`config.mk`:
```
export PLATFORM = sky130hd
export DESIGN_NAME = hazard_unit
export DESIGN_NICKNAME = d
export VERILOG_FILES = /design/src/rtl/cpu_types_pkg.sv /design/src/rtl/fwd_select.sv /design/src/rtl/hazard_unit.sv
export SDC_FILE = /design/constraint.sdc
export NUM_CORES = 1
export LEC_CHECK = 0
export ABC_AREA = 1
export BUFFER_PORTS_ARGS = -buffer_cell sky130_fd_sc_hd__buf_2
export CELL_PAD_IN_SITES_DETAIL_PLACEMENT = 2
export CELL_PAD_IN_SITES_GLOBAL_PLACEMENT = 2
export CORE_MARGIN = 8
export CORE_UTILIZATION = 31
export DETAILED_ROUTE_END_ITERATION = 16
export GPL_ROUTABILITY_DRIVEN = 0
export GPL_TIMING_DRIVEN = 0
export MAX_ROUTING_LAYER = met4
export PLACE_DENSITY = 0.88
export SLEW_MARGIN = 10
export SYNTH_ARGS = -nofsm -noshare
export SYNTH_HDL_FRONTEND = slang
export SYNTH_SLANG_ARGS = --single-unit
```
`constraint.sdc`:
```
create_clock -name CLK -period 3 [get_ports CLK]
set_input_delay 0.45 -clock CLK [delete_from_list [all_inputs] [get_ports CLK]]
set_output_delay 0.45 -clock CLK [all_outputs]
set_load 0.1 [all_outputs]
```
`src/rtl/cpu_types_pkg.sv`:
```
// Shared CPU types: register index and hazard controller state encoding.
package cpu_types_pkg;

  localparam int unsigned REG_W = 5;

  typedef logic [REG_W-1:0] regbits_t;

  typedef enum logic [1:0] {
    RUN    = 2'd0,
    DRAIN  = 2'd1,
    HALTED = 2'd2
  } hazard_state_t;

endpackage

```
`src/rtl/fwd_select.sv`:
```
// Priority search over forwarding stages; the stage nearest EX wins, $0 never forwards.
module fwd_select
  import cpu_types_pkg::*;
#(
  parameter int unsigned FWD_STAGES = 2,
  localparam int unsigned FSEL_W    = $clog2(FWD_STAGES + 1)
) (
  input  regbits_t              i_src,
  input  regbits_t              i_wsel [FWD_STAGES],
  input  logic [FWD_STAGES-1:0] i_wen,
  output logic [FSEL_W-1:0]     o_sel
);

  // Scan far-to-near so the lowest matching index is the one left standing.
  always_comb begin
    o_sel = '0;
    for (int k = int'(FWD_STAGES) - 1; k >= 0; k--) begin
      if (i_wen[k] && (i_wsel[k] != '0) && (i_wsel[k] == i_src)) begin
        o_sel = FSEL_W'(k + 1);
      end
    end
  end

endmodule

```
`src/rtl/hazard_unit.sv`:
```
// Pipeline hazard controller: forwarding selects, load-use stall, branch flush,
// halt/dcache-flush sequencing and saturating stall/flush counters.
module hazard_unit
  import cpu_types_pkg::*;
#(
  parameter int unsigned CPUS       = 1,
  parameter int unsigned CPUID      = 0,
  parameter int unsigned FWD_STAGES = 2,
  parameter int unsigned CNT_W      = 32,
  localparam int unsigned FSEL_W    = $clog2(FWD_STAGES + 1)
) (
  input  logic                  CLK,
  input  logic                  nRST,
  input  regbits_t              rs_id,
  input  regbits_t              rt_id,
  input  regbits_t              rs_ex,
  input  regbits_t              rt_ex,
  input  regbits_t              wsel_ex,
  input  logic                  RegWrite_ex,
  input  logic                  MemRead_ex,
  input  regbits_t              wsel_fwd [FWD_STAGES],
  input  logic [FWD_STAGES-1:0] RegWrite_fwd,
  input  logic                  branch_taken,
  input  logic                  dmem_req,
  input  logic                  ihit,
  input  logic                  dhit,
  input  logic                  halt_wb,
  input  logic                  flush_done,
  output logic [FSEL_W-1:0]     forwardA,
  output logic [FSEL_W-1:0]     forwardB,
  output logic                  pc_en,
  output logic                  ifid_en,
  output logic                  idex_en,
  output logic                  exmem_en,
  output logic                  memwb_en,
  output logic                  ifid_flush,
  output logic                  idex_flush,
  output logic                  exmem_flush,
  output logic                  flush_req,
  output logic                  halt,
  output logic [CNT_W-1:0]      stall_cnt,
  output logic [CNT_W-1:0]      flush_cnt
);

  if (CPUID >= CPUS) begin : g_bad_cpuid
    $error("hazard_unit: CPUID must be below CPUS");
  end

  hazard_state_t    r_state, w_next;
  logic             r_halt, r_flush_req;
  logic [CNT_W-1:0] r_stall_cnt, r_flush_cnt;
  logic             w_adv, w_lu, w_stall_inc, w_flush_inc;

  fwd_select #(.FWD_STAGES(FWD_STAGES)) u_fwd_a (
    .i_src(rs_ex), .i_wsel(wsel_fwd), .i_wen(RegWrite_fwd), .o_sel(forwardA)
  );

  fwd_select #(.FWD_STAGES(FWD_STAGES)) u_fwd_b (
    .i_src(rt_ex), .i_wsel(wsel_fwd), .i_wen(RegWrite_fwd), .o_sel(forwardB)
  );

  assign w_adv = dmem_req ? dhit : ihit;
  assign w_lu  = RegWrite_ex && MemRead_ex && (wsel_ex != '0) &&
                 ((wsel_ex == rs_id) || (wsel_ex == rt_id));

  assign w_stall_inc = (r_state == RUN) && (!w_adv || w_lu);
  assign w_flush_inc = (r_state == RUN) && branch_taken && w_adv;

  // Next state and latch controls; branch redirect overrides a load-use stall.
  always_comb begin
    w_next      = r_state;
    pc_en       = 1'b0;
    ifid_en     = 1'b0;
    idex_en     = 1'b0;
    exmem_en    = 1'b0;
    memwb_en    = 1'b0;
    ifid_flush  = 1'b0;
    idex_flush  = 1'b0;
    exmem_flush = 1'b0;
    case (r_state)
      RUN: begin
        pc_en    = w_adv;
        ifid_en  = w_adv;
        idex_en  = w_adv;
        exmem_en = w_adv;
        memwb_en = w_adv;
        if (branch_taken && w_adv) begin
          ifid_flush  = 1'b1;
          idex_flush  = 1'b1;
          exmem_flush = 1'b1;
          pc_en       = 1'b1;
        end else if (w_lu && w_adv) begin
          pc_en      = 1'b0;
          ifid_en    = 1'b0;
          idex_flush = 1'b1;
        end
        if (halt_wb && w_adv) begin
          w_next   = DRAIN;
          pc_en    = 1'b0;
          ifid_en  = 1'b0;
          idex_en  = 1'b0;
          exmem_en = 1'b0;
          memwb_en = 1'b0;
        end
      end
      DRAIN: begin
        if (flush_done) w_next = HALTED;
      end
      HALTED: w_next = HALTED;
      default: w_next = RUN;
    endcase
  end

  always_ff @(posedge CLK or negedge nRST) begin
    if (!nRST) begin
      r_state     <= RUN;
      r_halt      <= 1'b0;
      r_flush_req <= 1'b0;
    end else begin
      r_state     <= w_next;
      r_halt      <= (w_next == HALTED);
      r_flush_req <= (w_next == DRAIN);
    end
  end

  // Saturating performance counters, frozen outside RUN.
  always_ff @(posedge CLK or negedge nRST) begin
    if (!nRST) begin
      r_stall_cnt <= '0;
      r_flush_cnt <= '0;
    end else begin
      if (w_stall_inc && (r_stall_cnt != '1)) r_stall_cnt <= r_stall_cnt + CNT_W'(1);
      if (w_flush_inc && (r_flush_cnt != '1)) r_flush_cnt <= r_flush_cnt + CNT_W'(1);
    end
  end

  assign halt      = r_halt;
  assign flush_req = r_flush_req;
  assign stall_cnt = r_stall_cnt;
  assign flush_cnt = r_flush_cnt;

endmodule

```
### After elaboration in Yosys (flattened, before gate mapping)

Index checks and enable logic that the tools add are counted.

* flip-flop bits (word level): 68
* bits of input ports: 47
* output and inout bits: 78

* add/subtract/negate cells: 2
* equal/unequal tests: 12
* muxes and demuxes: 22
* reductions and logical operators: 24

Operators with widths (count)
* adder 32 x 1 -> 32 bit, second input constant: 2
* != test 32 bit, second input constant: 2
* == test 5 bit: 6
* logical AND 1 bit: 17
* two-way mux 1 bit: 15
* nonzero test 5 bit: 3
* two-way mux 2 bit: 6
* one-hot mux 2 bit (3 select lines): 1
* == test 2 x 1 -> 1 bit, second input constant: 2
* == test 2 bit, second input constant: 2
* zero test 2 bit: 1
* logical OR 1 bit: 2
* zero test 1 bit: 1

### Logic depth before layout (Yosys ltp)

Gate-level depths: netlist of the first run.

* depth in word-level cells: 8
* depth in mapped cells: 12

### Cells and area by module

A second synthesis of the first run with hierarchy kept.

* cell total of the unflattened synthesis: 808
* area, all modules: 5131.2 um^2

By module, submodules not included
* hazard_unit: times used 1, cells each 708, area each 4688.2 um^2, sequential area each 1701.6 um^2
* fwd_select: times used 2, cells each 50, area each 221.5 um^2, sequential area each 0.0 um^2

### Least setup slack after synthesis of the first run

Ideal clock, no wire load.

* path type: input to output
* from: input wsel_fwd[8] (netlist bit)
* to: output forwardB[1]
* data arrival time: 5.467 ns
* path slack: -2.917 ns
* stages: 3
* path through: xor2_1 -> nor4_1 -> nor3_1

* longest elaborated chain between the ends: 4
* elaborated cells on any way between the ends: 5
* classes of those cells: eq/ne: 1; mux: 1; reduce/logical: 3

RTL lines
* start, declared: line hazard_unit.sv:21 `input regbits_t wsel_fwd [FWD_STAGES],`
* nonzero test 5 bit: line fwd_select.sv:18 `if (i_wen[k] && (i_wsel[k] != '0) && (i_wsel[k] == i_src)) begin`
* logical AND 1 bit: line fwd_select.sv:18
* logical AND 1 bit *: line fwd_select.sv:18
* two-way mux 2 bit *: line fwd_select.sv:18
* end, declared: line hazard_unit.sv:30 `output logic [FSEL_W-1:0] forwardB,`

Every way passes the cells marked *; elsewhere a longest branch is shown, timed or not.

### Final worst setup path of the first run

* from: register r_state[0]
* to: output pc_en

* longest elaborated chain between the ends: 2

RTL lines
* start, declared: line hazard_unit.sv:49 `hazard_state_t r_state, w_next;`
* start signal, assigned: line hazard_unit.sv:120 `r_state <= w_next;`
* zero test 2 bit: line hazard_unit.sv:80 `case (r_state)`
* two-way mux 1 bit: line hazard_unit.sv:80
* end, declared: line hazard_unit.sv:31 `output logic pc_en,`

Every way passes these cells.

==> results of run 1 <==
worst paths after layout:
kind,slack (ns),from,cells past startpoint,to
setup / recovery,0.45,r_state[0]$_DFF_PN0_,6,pc_en
hold / removal,0.44,flush_done,3,r_state[1]$_DFF_PN0_
setup reg to reg,0.94,stall_cnt[0]$_DFFE_PN0P_,10,stall_cnt[13]$_DFFE_PN0P_
hold reg to reg,0.55,stall_cnt[1]$_DFFE_PN0P_,2,stall_cnt[1]$_DFFE_PN0P_
max in group asynchronous,1.90,nRST,3,stall_cnt[31]$_DFFE_PN0P_
min in group asynchronous,0.52,nRST,2,flush_cnt[12]$_DFFE_PN0P_
cell usage after synthesis, types with 5 or more instances:
master      n  share of area, %
o21ai_2    15               2.6
dfrtp_1    68                33
a21oi_1     5              0.49
nor2_1     85               6.3
nand2_2    15               1.8
inv_1      72               5.3
o21ai_0     7              0.69
buf_6       7               1.5
nand4_1    38               4.7
nor3_1     22               2.2
nand3_1    34               3.3
buf_2       6              0.59
nand3_2     5              0.98
nor2_4      5               1.1
xor2_1     41               7.0
xnor2_1    18               3.1
nand3b_1    6              0.88
inv_2      14               1.0
nand2_1   264                19
power by group through the flow:
stage          combinational (W)  sequential [W]  clock, W
2_1_floorplan           0.000776         0.00214         0
3_3_place_gp             0.00213         0.00126         0
3_5_place_dp             0.00219         0.00126         0
4_1_cts                  0.00220         0.00125   0.00118
5_1_grt                  0.00229         0.00127   0.00121
6_report                 0.00217         0.00125   0.00115
cells in the final DEF, fill, tap and decap left out, types with 4 or more instances in the layout:
cell | synthesis | routed
nand2_2 | 15 | 15
buf_6 | 7 | 7
a21oi_1 | 5 | 5
nor3_1 | 22 | 21
nand2_1 | 264 | 264
buf_4 | 4 | 5
nand3_1 | 34 | 34
xor2_1 | 41 | 41
nand3b_1 | 6 | 6
inv_1 | 72 | 72
nand4_1 | 38 | 38
dfrtp_1 | 68 | 68
buf_2 | 6 | 129
nor3_2 | 3 | 4
xnor2_1 | 18 | 18
o21ai_2 | 15 | 15
clkbuf_16 | 0 | 9
o21ai_0 | 7 | 7
nor2_4 | 5 | 6
nand3_2 | 5 | 5
nor2_1 | 85 | 83
nor2_2 | 3 | 4
inv_2 | 14 | 14
stage by stage:
| stage | util (%) | setup WS (ns) | std cells | total power, W |
|---|---|---|---|---|
| 3_5_place_dp | 37.1 | 0.527 | 1095 | 0.00345 |
| 6_report | 39.0 | 0.451 | 1111 | 0.00457 |
| 5_1_grt | 39.0 | 0.361 | 1111 | 0.00477 |
| 4_1_cts | 39.0 | 0.429 | 1111 | 0.00462 |
| 2_1_floorplan | - | 0.00897 | 750 | 0.00291 |
| 3_3_place_gp | 36.9 | 0.613 | 1094 | 0.00339 |
timing repair:
| item | CTS | global route |
|---|---|---|
| endpoints found under the hold margin | 14 | 0 |
| buffers inserted | 0 | 0 |
| hold buffers | 1 | 0 |
critical path, cell delays in order, from the launching register on:
cell and delay (ns):
dfrtp_1 0.44, nor2_4 0.34, nand2_2 0.17, nor2_4 0.15, o21ai_0 0.15, inv_1 0.08, buf_2 0.43
state kept, by name, summed over array words and instances, names as in the netlist:
name / count
halt: 1
r_state: 2
flush_cnt: 32
stall_cnt: 32
flush_req: 1
cells by family (layout without fill, tap and decap cells):
kind of cell / count (synthesis) / in the layout / share of synthesized area, %
and+or+nand+nor: 484 / 484 / 42.5
buffers and inverters: 108 / 249 / 9.53
DFF: 68 / 68 / 33.4
xor gates and xnor gates: 59 / 59 / 10.1
AOI/OAI and AO/OA: 29 / 29 / 3.95
adders and majority gates: 2 / 2 / 0.491
routing by layer:
layer / vias to the layer above / GRT usage (%) / share of wire [%]
met5: - / - / 0
met4: 0 / 8.82 / 2.6
met3: 40 / 2.67 / 3.3
met2: 111 / 38.0 / 52
met1: 2784 / 23.7 / 42
li1: 2626 / - / -
layout make-up:
class                   instances  area share (%)
plain buffers                  21            2.41
clock buffers                  10            3.59
clock inverters                 5            1.22
inverters                      87            5.19
multi-input cells             574            46.3
flip-flops and latches         68            26.7
well taps                     220            4.31
repair buffers                126            10.3
==> impl_results.md, run 1 <==
- Sw Ratio: between 50% and 60%
- Clk root buf: clkbuf_16
- Worst IR Drop VDD: 0.520 mV
- Normalized max-slew margin: a little over half
- Worst hold path class: in -> reg
- Io pins: around 130
- Final Hold Fails: 0
- Initial Utilization: between 30% and 40%
- Register area: around 1700 µm²
- Die Area: between 20,000 and 25,000 µm²
- Initial antenna violation count: 0
- Status: finished, final reports clean
- Crit end category: output pin
- Sw power: between 0.002 and 0.0025 W
- Critical Path RT: 2.55 ns
- Synthesized flop and latch total: 68
- Pwr/cell area: just over 700 nW/µm²
- Gr ovfl total: 0
- Vias/cell: ~5
- Sequential group share of total power: between 20% and 30%
- Final wirelength: 20,600 µm
- Max Buffers Root-to-Sink: 2
- Maximum fanout along the worst path: 10
- Fin area: ~6400 µm²
- Iter 0 DRT Violations: slightly above 200
- Arr. time, crit path: 2.10 ns
- Port Buffer Count: approximately 120
- Synth warn: 0
- Internal power: roughly 0.0022 W
- Number of synthesized flops with an enable pin: 0
- Core Rows: 47
- Ant diodes: 0
- Tmin final: roughly 2.5 ns
- Period Utilization, post-route: around 85%
- CTS tree: yes
- Drt pass-1 iters: 4
- Total CTS buffers: 9
- Core area: between 15,000 and 20,000 µm²
- DRC viols: 0
- F_max: approximately 0.39 GHz
- Layout Skew: 0.0109 ns
- Routed Antenna Nets: 0
- Post-synthesis sequential area ratio: roughly a third
- Number of global-route vias before repair: between 6,000 and 7,000
- Layout cells sized above 1: between 20% and 30%
- Fillers: roughly 2,100
- Clk_lat worst skew: about 0.35 ns
- Largest net degree at the start of global routing: between 50 and 60
- Area of the multi-input gates: about 3000 µm²
- Die height: between 100 and 150 µm
- Area growth from synthesis to layout: 25.3%
- Total number of vias: 5,561
- CTS Sinks: 68
- Final hold slack: around 0.44 ns
- Max cap viols: 0
- Setup_tns: 0 ns
- Ys async rst share: 100%
- DP Area: 6070 µm²
- Mapped cell area: approximately 5100 µm²
- CP startpoint kind: register
- H-tree levels: 3
- Max-slew violation count: 0
- Slew @ Worst Pin: 0.686 ns
- Clock slew at reported path FFs: approximately 0.050 ns
- Post-DP HPWL: ~17,000 µm
- Prevailing post-synth register cell: dfrtp_1
- Fin nets: around 940
- RSZ-0062 raised after global routing: no
- Die X: between 100 and 150 µm
- Tot GR Track Use: 21.3%
- Leakage power: around 3.2 nW
- Clk pwr share: 25.3%
- Avg Cell Area, Syn: between 6 and 7 µm²
- Wirelength per Cell: between 15 and 20 µm
- Power share of the combinational group: approximately 47%
- Distinct cells, synth: 30
- Post-CTS sizing: 0
- First-pass GRT wire length: between 30,000 and 40,000 µm
- Setup Viol. Count Final: 0
- Net count after synthesis: between 700 and 800
- Mapped Cells: between 700 and 800
- Kind of critical path: reg -> out
No activity file was read; power rests on OpenSTA's default activity.
==> run 2: changes to the inputs <==
Settings changed: CORE_UTILIZATION 31 to 29, PLACE_DENSITY 0.88 to 0.83.
Clock period 3 ns to 2.4 ns, I/O delays scaled along.
==> run 2 against run 1 <==
  * Clock-buffer cell count did not move
  * Cell area rose by 0.53%
  * Sequential cell count did not move
  * Critical path depth rose by 1
  * Utilization fell by 1.8 points
  * Largest power group unchanged
  * First-iteration DRC count rose by 15%
  * Worst hold slack got worse by 0.093 ns
  * Total power rose by 25%
  * Final cell count rose by 0.63%
==> impl_results.md, run 2 (same netlist as run 1, synthesis figures left out) <==
- Leakage power: about 3.2 nW
- Status: finished, final reports clean
- Clk_lat worst skew: 0.35 ns
- Critical Path RT: around 2 ns
- Core area: 17,200 µm²
- Io pins: roughly 130
- Worst Hold End: r_state[0]$_DFF_PN0_
- Ant diodes: 0
- Die height: approximately 150 µm
- Clock slew at reported path FFs: 0.05 ns
- Max-slew violation count: 0
- Total CTS buffers: 9
- Routed Antenna Nets: 0
- Reg-to-Reg End: stall_cnt[10]$_DFFE_PN0P_
- Tmin final: 2.21 ns
- F_max: between 0.4 and 0.5 GHz
- Worst IR Drop VDD: 0.727 mV
- Worst slack at placement: between 0.15 and 0.2 ns
- Largest net degree at the start of global routing: 54
- Die X: approximately 150 µm
- Crit end category: output pin
- Iter 0 DRT Violations: approximately 240
- RSZ-0062 raised after global routing: no
- Normalized max-slew margin: 54.3%
- Final hold slack: between 0.3 and 0.4 ns
- H-tree levels: 3
- Worst hold path class: in -> reg
- Max stage delay cell, worst path: o21ai_0
- Vias/cell: between 4 and 5
- Total number of vias: around 5,400
- Core Rows: 48
- Period Utilization, post-route: between 90% and 100%
- Initial Utilization: ~30%
- Hold Crit Depth: 3
- CTS Sinks: between 60 and 70
- Kind of critical path: in -> out
- R2r startpoint: stall_cnt[0]$_DFFE_PN0P_
- CTS tree: yes
- Area growth from synthesis to layout: 25.9%
- Layout Skew: between 0.009 and 0.01 ns
- Slowest cell delay on critical path: roughly 0.50 ns
- Setup Viol. Count Final: 0
- Max cap viols: 0
- Wirelength per Cell: 17.8 µm
- Drt pass-1 iters: 4
- DP Area: about 6100 µm²
- Fin area: 6420 µm²
- Fin nets: around 940
- DRC viols: 0
- First-pass GRT wire length: between 30,000 and 40,000 µm
- Layout cells sized above 1: roughly 26%
- Total power draw: 0.00570 W
- Tot GR Track Use: a little under a fifth
- Setup ws final: around 0.19 ns
- Clk root buf: clkbuf_16
- Initial antenna violation count: 0
- Pwr/cell area: 889 nW/µm²
- Slew @ Worst Pin: 0.685 ns
- CP startpoint kind: input pin
- Gr ovfl total: 0
- Final Hold Fails: 0
- Commonest non-fill, non-tap cells in the layout: nand2_1 (264), buf_2 (126), nor2_1 (83)
- Arr. time, crit path: approximately 1.9 ns
- Maximum fanout along the worst path: 3
- Worst R2R Path Depth: 10
- Post-route core utilization: 37.2%
- Final wirelength: between 15,000 and 20,000 µm
- Worst R2R Setup Slack: around 0.34 ns
- Fillers: 2,154
- Commonest non-fill, non-tap cell in the layout: nand2_1
- Max Buffers Root-to-Sink: 2
- Hold path start: halt_wb
- Die Area: 22,100 µm²
- Port Buffer Count: between 100 and 150
- Number of global-route vias before repair: around 6,000
- Most used cell, CP: buf_2
- Cell chain of the critical path: buf_2 -> nor2_1 -> nand2_1 -> o21ai_0 -> nor4_4 -> nor3_4 -> buf_2
- Post-DP HPWL: about 16,000 µm
run 2: layout make-up:
type                       instances  area, µm²  area share (%)
buffer                            21        154            2.40
clock buffer                      10        239            3.72
clock inverter                     6       63.8           0.994
inverter                          87        332            5.17
multi-input combinational        574       2970            46.3
sequential                        68       1700            26.5
tap                              225        282            4.39
timing repair buffer             127        676            10.5
run 2: metal layers:
| metal | up-vias | part of all wire (%) | GRT usage [%] |
|---|---|---|---|
| met1 | 2671 | 45 | 22.3 |
| met2 | 107 | 50 | 32.7 |
| li1 | 2629 | - | - |
| met5 | - | 0 | - |
| met4 | 0 | 1.3 | 5.25 |
| met3 | 24 | 3.6 | 3.65 |
run 2: worst max path at each step:
stage / startpoint / slack [ns] / endpoint / depth (start not counted)
floorplan: r_state[0]$_DFF_PN0_ / -0.11 / ifid_en / 5
finish: wsel_fwd[6] / 0.19 / forwardB[1] / 7
global route: wsel_fwd[6] / 0.1 / forwardB[1] / 7
global placement: wsel_fwd[6] / 0.22 / forwardB[1] / 7
detailed placement: wsel_fwd[6] / 0.17 / forwardB[1] / 7
CTS: r_state[0]$_DFF_PN0_ / 0.004 / ifid_en / 6
run 2: through the flow:
step | TNS, ns | std cells
6_report | 0 | 1118
5_1_grt | 0 | 1118
4_1_cts | 0 | 1117
3_5_place_dp | 0 | 1100
3_3_place_gp | 0 | 1099
2_1_floorplan | -0.374 | 750
run 2: worst max-delay path: cells and delay by family:
| kind | cells | cell delay [ns] |
|---|---|---|
| compound gates | 1 | 0.50 |
| buf+inv | 2 | 0.58 |
| simple gates | 4 | 0.41 |
run 2: power breakdown:
part | leakage, nW | internal (W) | switching, W | total (W)
Combinational | 2.16 | 0.000501 | 0.00222 | 0.00273
Sequential | 0.921 | 0.00132 | 0.000251 | 0.00157
Clock | 0.144 | 0.000832 | 0.000574 | 0.00141
Total | 3.23 | 0.00265 | 0.00305 | 0.00570
run 2: what timing repair did:
item                       CTS  global route
resized for setup            3             0
hold buffers                 1             0
setup buffers                0             1
hold endpoints to repair    15             0
pin swaps                    0             1
setup endpoints to repair    3             5
==> run 3: changes to the inputs <==
Settings changed: SETUP_SLACK_MARGIN set to 0.3.
==> run 3 against run 2 <==
  * Cell area increased by 2.0%
  * Clock skew increased by 0.0017 ns
  * Total power decreased by 0.49%
  * Routed wire length increased by 0.12%
  * Via count increased by 0.35%
  * Sequential power about the same
  * Sequential share of layout area increased by 0.20 points
  * Worst setup slack improved by 0.17 ns
  * Global-route usage about the same
  * Highest routed layer unchanged
==> impl_results.md, run 3 (same netlist as run 1, synthesis figures left out) <==
- Status: finished, final reports clean
- Post-DP HPWL: between 15,000 and 20,000 µm
- Crit end category: output pin
- Fin nets: between 900 and 1,000
- Gr ovfl total: 0
- Final Hold Fails: 0
- Placed Instances: 1,100
- Die height: ~150 µm
- Normalized max-slew margin: between 50% and 60%
- Arr. time, crit path: around 1.7 ns
- Core Rows: 48
- Period Utilization, post-route: a little under nine tenths
- Setup Viol. Count Final: 0
- Vias/cell: 4.87
- Pwr/cell area: between 800 and 900 nW/µm²
- Max-slew violation count: 0
- Largest net degree at the start of global routing: 38
- CP startpoint kind: register
- Maximum fanout along the worst path: 5
- Io pins: ~130
- Wirelength per Cell: 17.8 µm
- Commonest non-fill, non-tap cell in the layout: nand2_1
- Layout Skew: roughly 0.012 ns
- DP Area: around 6200 µm²
- Final wirelength: around 20,000 µm
- RSZ-0062 raised after global routing: no
- Total number of vias: ~5,500
- Die X: roughly 150 µm
- Initial antenna violation count: 0
- Leakage power: roughly 3.2 nW
- WP buf/inv: 2
- Die Area: 22,100 µm²
- Fillers: around 2,100
- F_max: around 0.49 GHz
- CTS Sinks: approximately 70
- Ant diodes: 0
- Most used cell, CP: nor2_4
- Initial Utilization: about 30%
- CTS tree: yes
- Drt pass-1 iters: 4
- Routed Antenna Nets: 0
- Slew @ Worst Pin: between 0.6 and 0.7 ns
- Kind of critical path: reg -> out
- Commonest non-fill, non-tap cells in the layout: nand2_1 (263), buf_2 (123), nor2_1 (81)
- First-pass GRT wire length: ~32,000 µm
- DRC viols: 0
- Layout cells sized above 1: 31.4%
- Clk_lat worst skew: 0.35 ns
- Worst IR Drop VDD: between 0.6 and 0.7 mV
- Fin area: ~6500 µm²
- Clock slew at reported path FFs: approximately 0.06 ns
- Max stage delay cell, worst path: dfrtp_2
- Slowest cell delay on critical path: 0.45 ns
- Non-Filler Instances: ~1,100
- Total CTS buffers: 9
- Post-route core utilization: between 30% and 40%
- Total power draw: approximately 0.0057 W
- Cell chain of the critical path: nor2_4 -> nand2_4 -> nor2_4 -> o21ai_2 -> bufinv_8 -> buf_6
- Number of global-route vias before repair: between 6,000 and 7,000
- Core area: approximately 17,000 µm²
- Tmin final: 2.05 ns
- Worst hold path class: in -> reg
- Area growth from synthesis to layout: 28.4%
- Max cap viols: 0
- Critical Path RT: 2.04 ns
- Port Buffer Count: ~120
- Max Buffers Root-to-Sink: 2
- H-tree levels: 3
- Clk root buf: clkbuf_16
- Iter 0 DRT Violations: roughly 220
- Tot GR Track Use: roughly a fifth
- Top delay family on crit path: flip-flops
==> run 3: per-stage QoR <==
stage	setup WS [ns]	hold WS, ns	setup TNS, ns
after floorplan	-0.0534	0.0644	-0.103
after global placement	0.250	0.495	0
after detailed placement	0.214	0.350	0
after CTS	0.241	0.331	0
after global routing	0.291	0.366	0
final	0.354	0.336	0
==> run 3: layout make-up <==
class	instances	area, µm²	share of cell area [%]
multi-input cells	574	3030	46.3
flip-flops and latches	68	1750	26.7
repair buffers	128	699	10.7
inverters	87	349	5.33
well taps	225	282	4.30
clock buffers	10	239	3.65
plain buffers	21	154	2.35
clock inverters	6	40.0	0.612
==> run 3: where the power goes <==
group,switching [W],internal (W),total (W),leakage (nW)
Combinational,0.00224,0.000539,0.00278,2.20
Clock,0.000576,0.000725,0.00130,0.127
Sequential,0.000252,0.00134,0.00159,0.863
==> run 3: timing repair <==
item,in CTS,in global routing
resized for setup,7,10
endpoints found under the setup margin,10,21
hold buffers,1,0
endpoints found under the hold margin,24,0
pin swaps,1,1
setup buffers,1,1
==> run 3: worst paths after layout <==
| path | start | to | cells past startpoint | slack [ns] |
|---|---|---|---|---|
| worst max-delay path | r_state[0]$_DFF_PN0_ | ifid_en | 6 | 0.35 |
| worst min-delay path | flush_done | r_state[1]$_DFF_PN0_ | 3 | 0.34 |
| worst max register to register | stall_cnt[0]$_DFFE_PN0P_ | stall_cnt[5]$_DFFE_PN0P_ | 10 | 0.45 |
| worst min register to register | stall_cnt[1]$_DFFE_PN0P_ | stall_cnt[1]$_DFFE_PN0P_ | 2 | 0.52 |
| max in group asynchronous | nRST | stall_cnt[8]$_DFFE_PN0P_ | 3 | 1.29 |
| min in group asynchronous | nRST | flush_cnt[24]$_DFFE_PN0P_ | 2 | 0.50 |
==> run 3: routing by layer <==
| layer | global-route usage [%] | routed length [µm] |
|---|---|---|
| met5 | - | 0 |
| met1 | 22.8 | 8820 |
| met3 | 2.80 | 580 |
| met4 | 5.86 | 364 |
| met2 | 32.6 | 10200 |
==> run 3: worst reg2reg max path, delay by kind of cell, from the launching register on <==
family	cells	cell delay (ns)
buffers and inverters	3	0.40
and+or+nand+nor	6	0.74
adders and majority gates	1	0.25
DFF	1	0.43
